**src/rtl/serial_subtractor_pkg.sv**
```systemverilog
// serial_subtractor_pkg: state encoding shared by the serial subtractor files
package serial_subtractor_pkg;
   typedef enum logic [1:0] {
      S_IDLE  = 2'd0,
      S_SHIFT = 2'd1,
      S_DONE  = 2'd2
   } state_e;
endpackage

```
**src/rtl/serial_subtractor_full_subtractor.sv**
```systemverilog
// full_subtractor: one-bit x - y - bin cell with borrow out
module full_subtractor (
   input  logic x,
   input  logic y,
   input  logic bin,
   output logic diff,
   output logic bout
);
   assign diff = x ^ y ^ bin;
   assign bout = (~x & y) | (~(x ^ y) & bin);
endmodule

```
**src/rtl/serial_subtractor.sv**
```systemverilog
// serial_subtractor: bit-serial a - b, LSB first, behind a start/done handshake
module serial_subtractor
   import serial_subtractor_pkg::*;
#(
   parameter int WIDTH = 8,
   parameter int CNT_W = $clog2(WIDTH + 1)
) (
   input  logic             clk,
   input  logic             rst_n,
   input  logic             start,
   input  logic [WIDTH-1:0] a,
   input  logic [WIDTH-1:0] b,
   output logic             busy,
   output logic             done,
   output logic [WIDTH-1:0] diff,
   output logic             borrow_out
);
   state_e           state_q, state_d;
   logic [WIDTH-1:0] a_sr_q, a_sr_d, b_sr_q, b_sr_d, res_q, res_d, diff_q, diff_d;
   logic [CNT_W-1:0] cnt_q, cnt_d;
   logic             borrow_q, borrow_d, borrow_out_q, borrow_out_d;
   logic             d_bit, bout_bit, last;

   full_subtractor u_cell (
      .x   (a_sr_q[0]),
      .y   (b_sr_q[0]),
      .bin (borrow_q),
      .diff(d_bit),
      .bout(bout_bit)
   );

   assign last       = cnt_q == CNT_W'(WIDTH - 1);
   assign busy       = state_q == S_SHIFT;
   assign done       = state_q == S_DONE;
   assign diff       = diff_q;
   assign borrow_out = borrow_out_q;

   always_comb begin
      state_d      = state_q;
      a_sr_d       = a_sr_q;
      b_sr_d       = b_sr_q;
      res_d        = res_q;
      cnt_d        = cnt_q;
      borrow_d     = borrow_q;
      diff_d       = diff_q;
      borrow_out_d = borrow_out_q;
      if (state_q != S_SHIFT && start) begin
         state_d  = S_SHIFT;
         a_sr_d   = a;
         b_sr_d   = b;
         borrow_d = 1'b0;
         cnt_d    = '0;
      end else if (state_q == S_SHIFT) begin
         a_sr_d   = a_sr_q >> 1;
         b_sr_d   = b_sr_q >> 1;
         res_d    = {d_bit, res_q[WIDTH-1:1]};
         borrow_d = bout_bit;
         cnt_d    = cnt_q + CNT_W'(1);
         // publish the completed word only on the final bit so diff never shows a partial result
         if (last) begin
            state_d      = S_DONE;
            diff_d       = {d_bit, res_q[WIDTH-1:1]};
            borrow_out_d = bout_bit;
         end
      end else begin
         state_d = S_IDLE;
      end
   end

   always_ff @(posedge clk or negedge rst_n) begin
      if (!rst_n) begin
         state_q      <= S_IDLE;
         a_sr_q       <= '0;
         b_sr_q       <= '0;
         res_q        <= '0;
         cnt_q        <= '0;
         borrow_q     <= 1'b0;
         diff_q       <= '0;
         borrow_out_q <= 1'b0;
      end else begin
         state_q      <= state_d;
         a_sr_q       <= a_sr_d;
         b_sr_q       <= b_sr_d;
         res_q        <= res_d;
         cnt_q        <= cnt_d;
         borrow_q     <= borrow_d;
         diff_q       <= diff_d;
         borrow_out_q <= borrow_out_d;
      end
   end
endmodule
```
**config.mk**
```make
export PLATFORM = sky130hd
export DESIGN_NAME = serial_subtractor
export DESIGN_NICKNAME = d
export VERILOG_FILES = /design/src/rtl/serial_subtractor_pkg.sv /design/src/rtl/serial_subtractor_full_subtractor.sv /design/src/rtl/serial_subtractor.sv
export SDC_FILE = /design/constraint.sdc
export NUM_CORES = 1
export LEC_CHECK = 0
export BUFFER_PORTS_ARGS = -buffer_cell sky130_fd_sc_hd__buf_4
export CAP_MARGIN = 0
export CELL_PAD_IN_SITES_DETAIL_PLACEMENT = 1
export CELL_PAD_IN_SITES_GLOBAL_PLACEMENT = 1
export CORE_UTILIZATION = 43
export CTS_BUF_LIST = sky130_fd_sc_hd__clkbuf_4 sky130_fd_sc_hd__clkbuf_8 sky130_fd_sc_hd__clkbuf_16
export CTS_CLUSTER_SIZE = 30
export DETAILED_ROUTE_END_ITERATION = 8
export PLACE_DENSITY_LB_ADDON = 0.1
export SLEW_MARGIN = 25
export SYNTH_ARGS = -nofsm -noshare
export SYNTH_HDL_FRONTEND = slang
export SYNTH_SLANG_ARGS = --single-unit
```
**constraint.sdc**
```tcl
create_clock -name clk -period 1.6 [get_ports clk]
set_input_delay 0.08 -clock clk [delete_from_list [all_inputs] [get_ports clk]]
set_output_delay 0.08 -clock clk [all_outputs]
set_load 0.01 [all_outputs]
```
=== After elaboration in Yosys (flattened, before gate mapping) ===
Index checks and enable logic that the tools add are counted.

* Memory bits (read-only): 0
* Memories kept: 0
* Register bits after elaboration: 40
* Bits in latches: 0
* Bits in writable memories: 0
* Output and inout bits: 11
* Input bits: 19
* Logic and storage cells: 37

* Bitwise operators: 8
* Equal/unequal tests: 5
* $lt $le $gt $ge: 0
* Div/mod/pow operators: 0
* Mux-type cells: 11
* Multiply operators: 0
* Shifts and indexed selects: 0
* Reduce and logical (&&, ||, !) cells: 4
* $add $sub $neg: 1

{| class="wikitable"
|+ Operators with widths
! operator !! number
|-
| $mux W8 || 4
|-
| $mux W4 || 2
|-
| $mux W2 || 3
|-
| $add A4 B1 Y4 const B || 1
|-
| $eq A4 B3 Y1 const B || 1
|-
| $ne A3 B1 Y1 const B || 1
|-
| $not A1 Y1 || 3
|-
| $reduce_and A3 Y1 || 1
|-
| $and A1 B1 Y1 || 2
|-
| $eq A2 B1 Y1 const B || 1
|-
| $eq A2 B2 Y1 const B || 1
|-
| $mux W1 || 2
|-
| $ne A2 B1 Y1 const B || 1
|-
| $reduce_and A2 Y1 || 1
|-
| $reduce_bool A2 Y1 || 1
|-
| $xor A1 B1 Y1 || 2
|-
| $logic_and A1 B1 Y1 || 1
|-
| $or A1 B1 Y1 || 1
|}

=== Longest topological paths before layout ===
* Depth in word-level cells: 6
* Gate-level depth with buffers: 5
* Gate-level depth less buffers: 4

=== Hierarchy ===
Synthesis repeated with hierarchy kept, for this count alone.

* Cells, all modules: 133
* Area, all modules: 1717.9 sq um

{| class="wikitable"
|+ By module, submodules not included
! module !! times used !! cells an instance !! seq. area each (sq um) !! area an instance (sq um)
|-
| serial_subtractor || 1 || 129 || 975.9 || 1686.6
|-
| full_subtractor || 1 || 4 || 0.0 || 31.3
|}

=== Worst setup path before layout ===
Ideal clock, no wire load.

* Path type: register to register
* Start point: reg cnt_q[0]
* End point: reg diff_q[1], in the netlist diff[1]
* Setup time: 0.125 ns
* Arrival time: 1.213 ns
* Clock period less this slack: 1.338 ns
* Slack: 0.262 ns
* Data required time: 1.475 ns
* Stages on the path, launching flop included: 6
* Cell sequence: dfrtp_1 > ha_1 > nand2_1 > nor3_4 > buf_6 > mux2_4

* Word-level cells in the longest chain between the ends: 2

{| class="wikitable"
|+ RTL lines
! what !! line !! source
|-
| from (decl) || serial_subtractor.sv:20 || <nowiki>logic [CNT_W-1:0] cnt_q, cnt_d;</nowiki>
|-
| from (signal assigned) || serial_subtractor.sv:85 || <nowiki>cnt_q <= cnt_d;</nowiki>
|-
| $eq A4 B3 Y1 || serial_subtractor.sv:32 || <nowiki>assign last = cnt_q == CNT_W'(WIDTH - 1);</nowiki>
|-
| $reduce_and A3 Y1 (no source line) || - ||
|-
| to (signal assigned) || serial_subtractor.sv:87 || <nowiki>diff_q <= diff_d;</nowiki>
|-
| to (decl) || serial_subtractor.sv:19 || <nowiki>logic [WIDTH-1:0] a_sr_q, a_sr_d, b_sr_q, b_sr_d, res_q, res_d, diff_q, diff_d;</nowiki>
|}

No other way between the ends.
A chain may end at the register's enable or synchronous reset.

=== Worst setup path after layout ===
* Start point: reg cnt_q[0]
* End point: reg diff_q[0], in the netlist diff[0]

Same word-level chain as after synthesis.

==> run summary <==
Yosys reg bits: 39
leakage power: 1.039 nW
min-delay worst type: in2reg
num rows: 22
total core area: 3716 µm²
Tot Pwr: 0.003823 W
post-synth net total: 169
pre-CTS setup slack: 156.1 ps
Max Cap Viol: 0
Worst path max stage delay: 380 ps
Final setup viols: 0
DP HPWL: 2250 µm
Cell Area, Placed: 1964 µm²
final worst-path setup slack: 147.4 ps
GRT Total Usage: 0.1762
Hold Buf Count CTS: 1
worst setup path startpoint: cnt_q[0]
critical path's top delay family: flip-flops
fin crit period: 1453 ps
CP arrival: 1620 ps
I/O Buffers: 29
initial core utilization: 0.4579
io pins: 30
Detailed Routing Iterations Pass 1: 3
Sequential cell area: 975.9 µm²
Slowest cell on crit path: dfrtp_1
critical path capture point type: register
share of post-route cells with drive strength above 1: 0.2967
Synth cell types: 21
r2r endpoint: diff[0]
antenna-violating nets left: 0
post-synth top area cell: dfrtp_1
CTS tree: yes
Commonest cells post-synth: dfrtp_1 (39), nand2_1 (39), mux2i_1 (18)
post-synthesis sequential area ratio: 0.5735
syn_area_per_cell: 11.50 µm²
FF-to-FF Start: cnt_q[0]
drc violations: 0
clk_skew: 4.401 ps
Multi-input gate area: 665.6 µm²
crit share post-route: 0.9079
vias per inst: 4.930
clock-pin slew on the worst setup and hold paths: 70 ps
Avg WL per Cell: 13.73 µm
cts bufs inserted: 5
first-pass GRT wire length: 5526 µm
DIE HEIGHT: 64.91 µm
nets@finish: 202
# fillers: 407
Synth Instances: 148
yosys synthesis warning count: 0
die footprint: 4213 µm²
EDFF count, synth: 0
PostCTS Resize Cnt: 0
Slew @ Worst Pin: 489.7 ps
Placer Congestion: 0.7251
Clock Tree Buf Depth: 2
Vias: 1134
Worst Path Buf+Inv: 1
Worst path depth: 5
clk root buf: clkbuf_8
Power Dens Cells: 1853 nW/µm²
H-tree levels: 2
CP max FO: 6
TNS Setup: 0 ps
Main synth FF type: dfrtp_1
clock net sink count: 39
Critical Path Start Type: register
hold slack: 43.76 ps
Peak VDD IR: 0.8656 mV
crit-path cells: ha_1, nand2_1, nor3_4, buf_4, mux2_2
Final Cell Area: 2063 µm²
postcts setup bufs: 0
DR iter-0 viols: 38
vias in the first global route: 1236
final hold vios: 0
fmax: 688.4 MHz
Ant. Diodes: 0
synth-to-layout area growth: 21.25%
headroom to the max-slew limit: 0.6736
critical path endpoint: diff[0]
outcome: complete, no violations
initial antenna violation count: 0
largest net degree at the start of global routing: 40
Slew Limit Fails: 0
critical path required time: 1770 ps
worst-skew pair later-pin latency: 280 ps
post-synth top area share: 0.5735
largest cells by area after synthesis: dfrtp_1 (57%), mux2i_1 (11%), nand2_1 (8.6%)
RSZ-0062 raised after global routing: no
r2r setup slk: 150 ps
final wirelength: 3157 µm
CP Class: reg2reg
R2R depth: 5
die boundary width: 64.91 µm
Syn Std Cell Area: 1702 µm²
Remaining Overflow, GRT: 0
ys async rst share: 1.000
worst min-delay path by stage:
stage	start	to	slack, ps	cells past startpoint
after floorplan	rst_n	a_sr_q[0]	-220	0
after global placement	rst_n	b_sr_q[4]	70	1
after detailed placement	rst_n	b_sr_q[4]	80	1
after CTS	b[7]	b_sr_q[7]	40	3
after global routing	a[7]	a_sr_q[7]	70	3
final	b[7]	b_sr_q[7]	40	3
layout make-up:
type / instances / share of cell area
inverter: 4 / 0.007277
sequential: 39 / 0.4730
tap: 48 / 0.02911
clock inverter: 1 / 0.002426
clock buffer: 7 / 0.04063
multi-input combinational: 97 / 0.3226
timing repair buffer: 34 / 0.1249
worst min-delay path: cells and delay by family:
| family | cells | cell delay, ps |
|---|---|---|
| buffers and inverters | 1 | 80 |
| and+or+nand+nor | 1 | 80 |
| muxes | 1 | 50 |
through the flow:
stage                     instances    util
after floorplan                 148       -
after global routing            230  0.5552
after CTS                       230  0.5552
final                           230  0.5552
after global placement          221  0.5286
after detailed placement        221  0.5286
flip-flops by register name, indices dropped and copies added, names as in the netlist:
register and flops:
a_sr_q 8, b_sr_q 8, diff 8, res_q 7
cnt_q 4, state_q 2, borrow_out 1, borrow_q 1
per-layer routing:
layer | share of wire | vias to the layer above | track usage
met5 | 0 | - | 0
met4 | 0.016 | 0 | 0.07500
met1 | 0.45 | 561 | 0.2090
met3 | 0.038 | 5 | 0.03873
li1 | - | 549 | -
met2 | 0.50 | 19 | 0.3047
where the power goes:
group	total [W]	leakage [nW]	switching [W]	internal [W]
Sequential	0.00170	0.497	0.000270	0.00143
Clock	0.000657	0.0491	0.000317	0.000340
Combinational	0.00147	0.493	0.000761	0.000711
cells in the final DEF, fill, tap and decap left out:
cell / netlist / final
xor2_1: 1 / 1
dlygate4sd3_1: 0 / 1
o21ai_0: 16 / 16
and2b_1: 1 / 1
inv_1: 3 / 3
dfrtp_1: 39 / 39
nor2_1: 4 / 4
ha_1: 1 / 1
nand2b_4: 1 / 1
nand2_1: 39 / 39
mux2i_1: 18 / 18
mux2_4: 7 / 7
nand3b_1: 2 / 2
buf_4: 0 / 33
inv_2: 1 / 1
clkbuf_8: 0 / 5
clkbuf_4: 0 / 2
or3_1: 1 / 1
fa_1: 1 / 1
nand3_1: 1 / 1
clkinv_2: 0 / 1
nor3_4: 1 / 1
mux2_2: 3 / 3
cell families after synthesis:
family                     count (synthesis)  synth area share
AOI/OAI and AO/OA                         16           0.04706
xor gates and xnor gates                   1          0.005148
adders and majority gates                  2           0.01912
buffers and inverters                     12           0.03529
DFF                                       39            0.5735
muxes                                     28            0.1875
and+or+nand+nor                           50            0.1323
(Power assumes the default switching activity.)
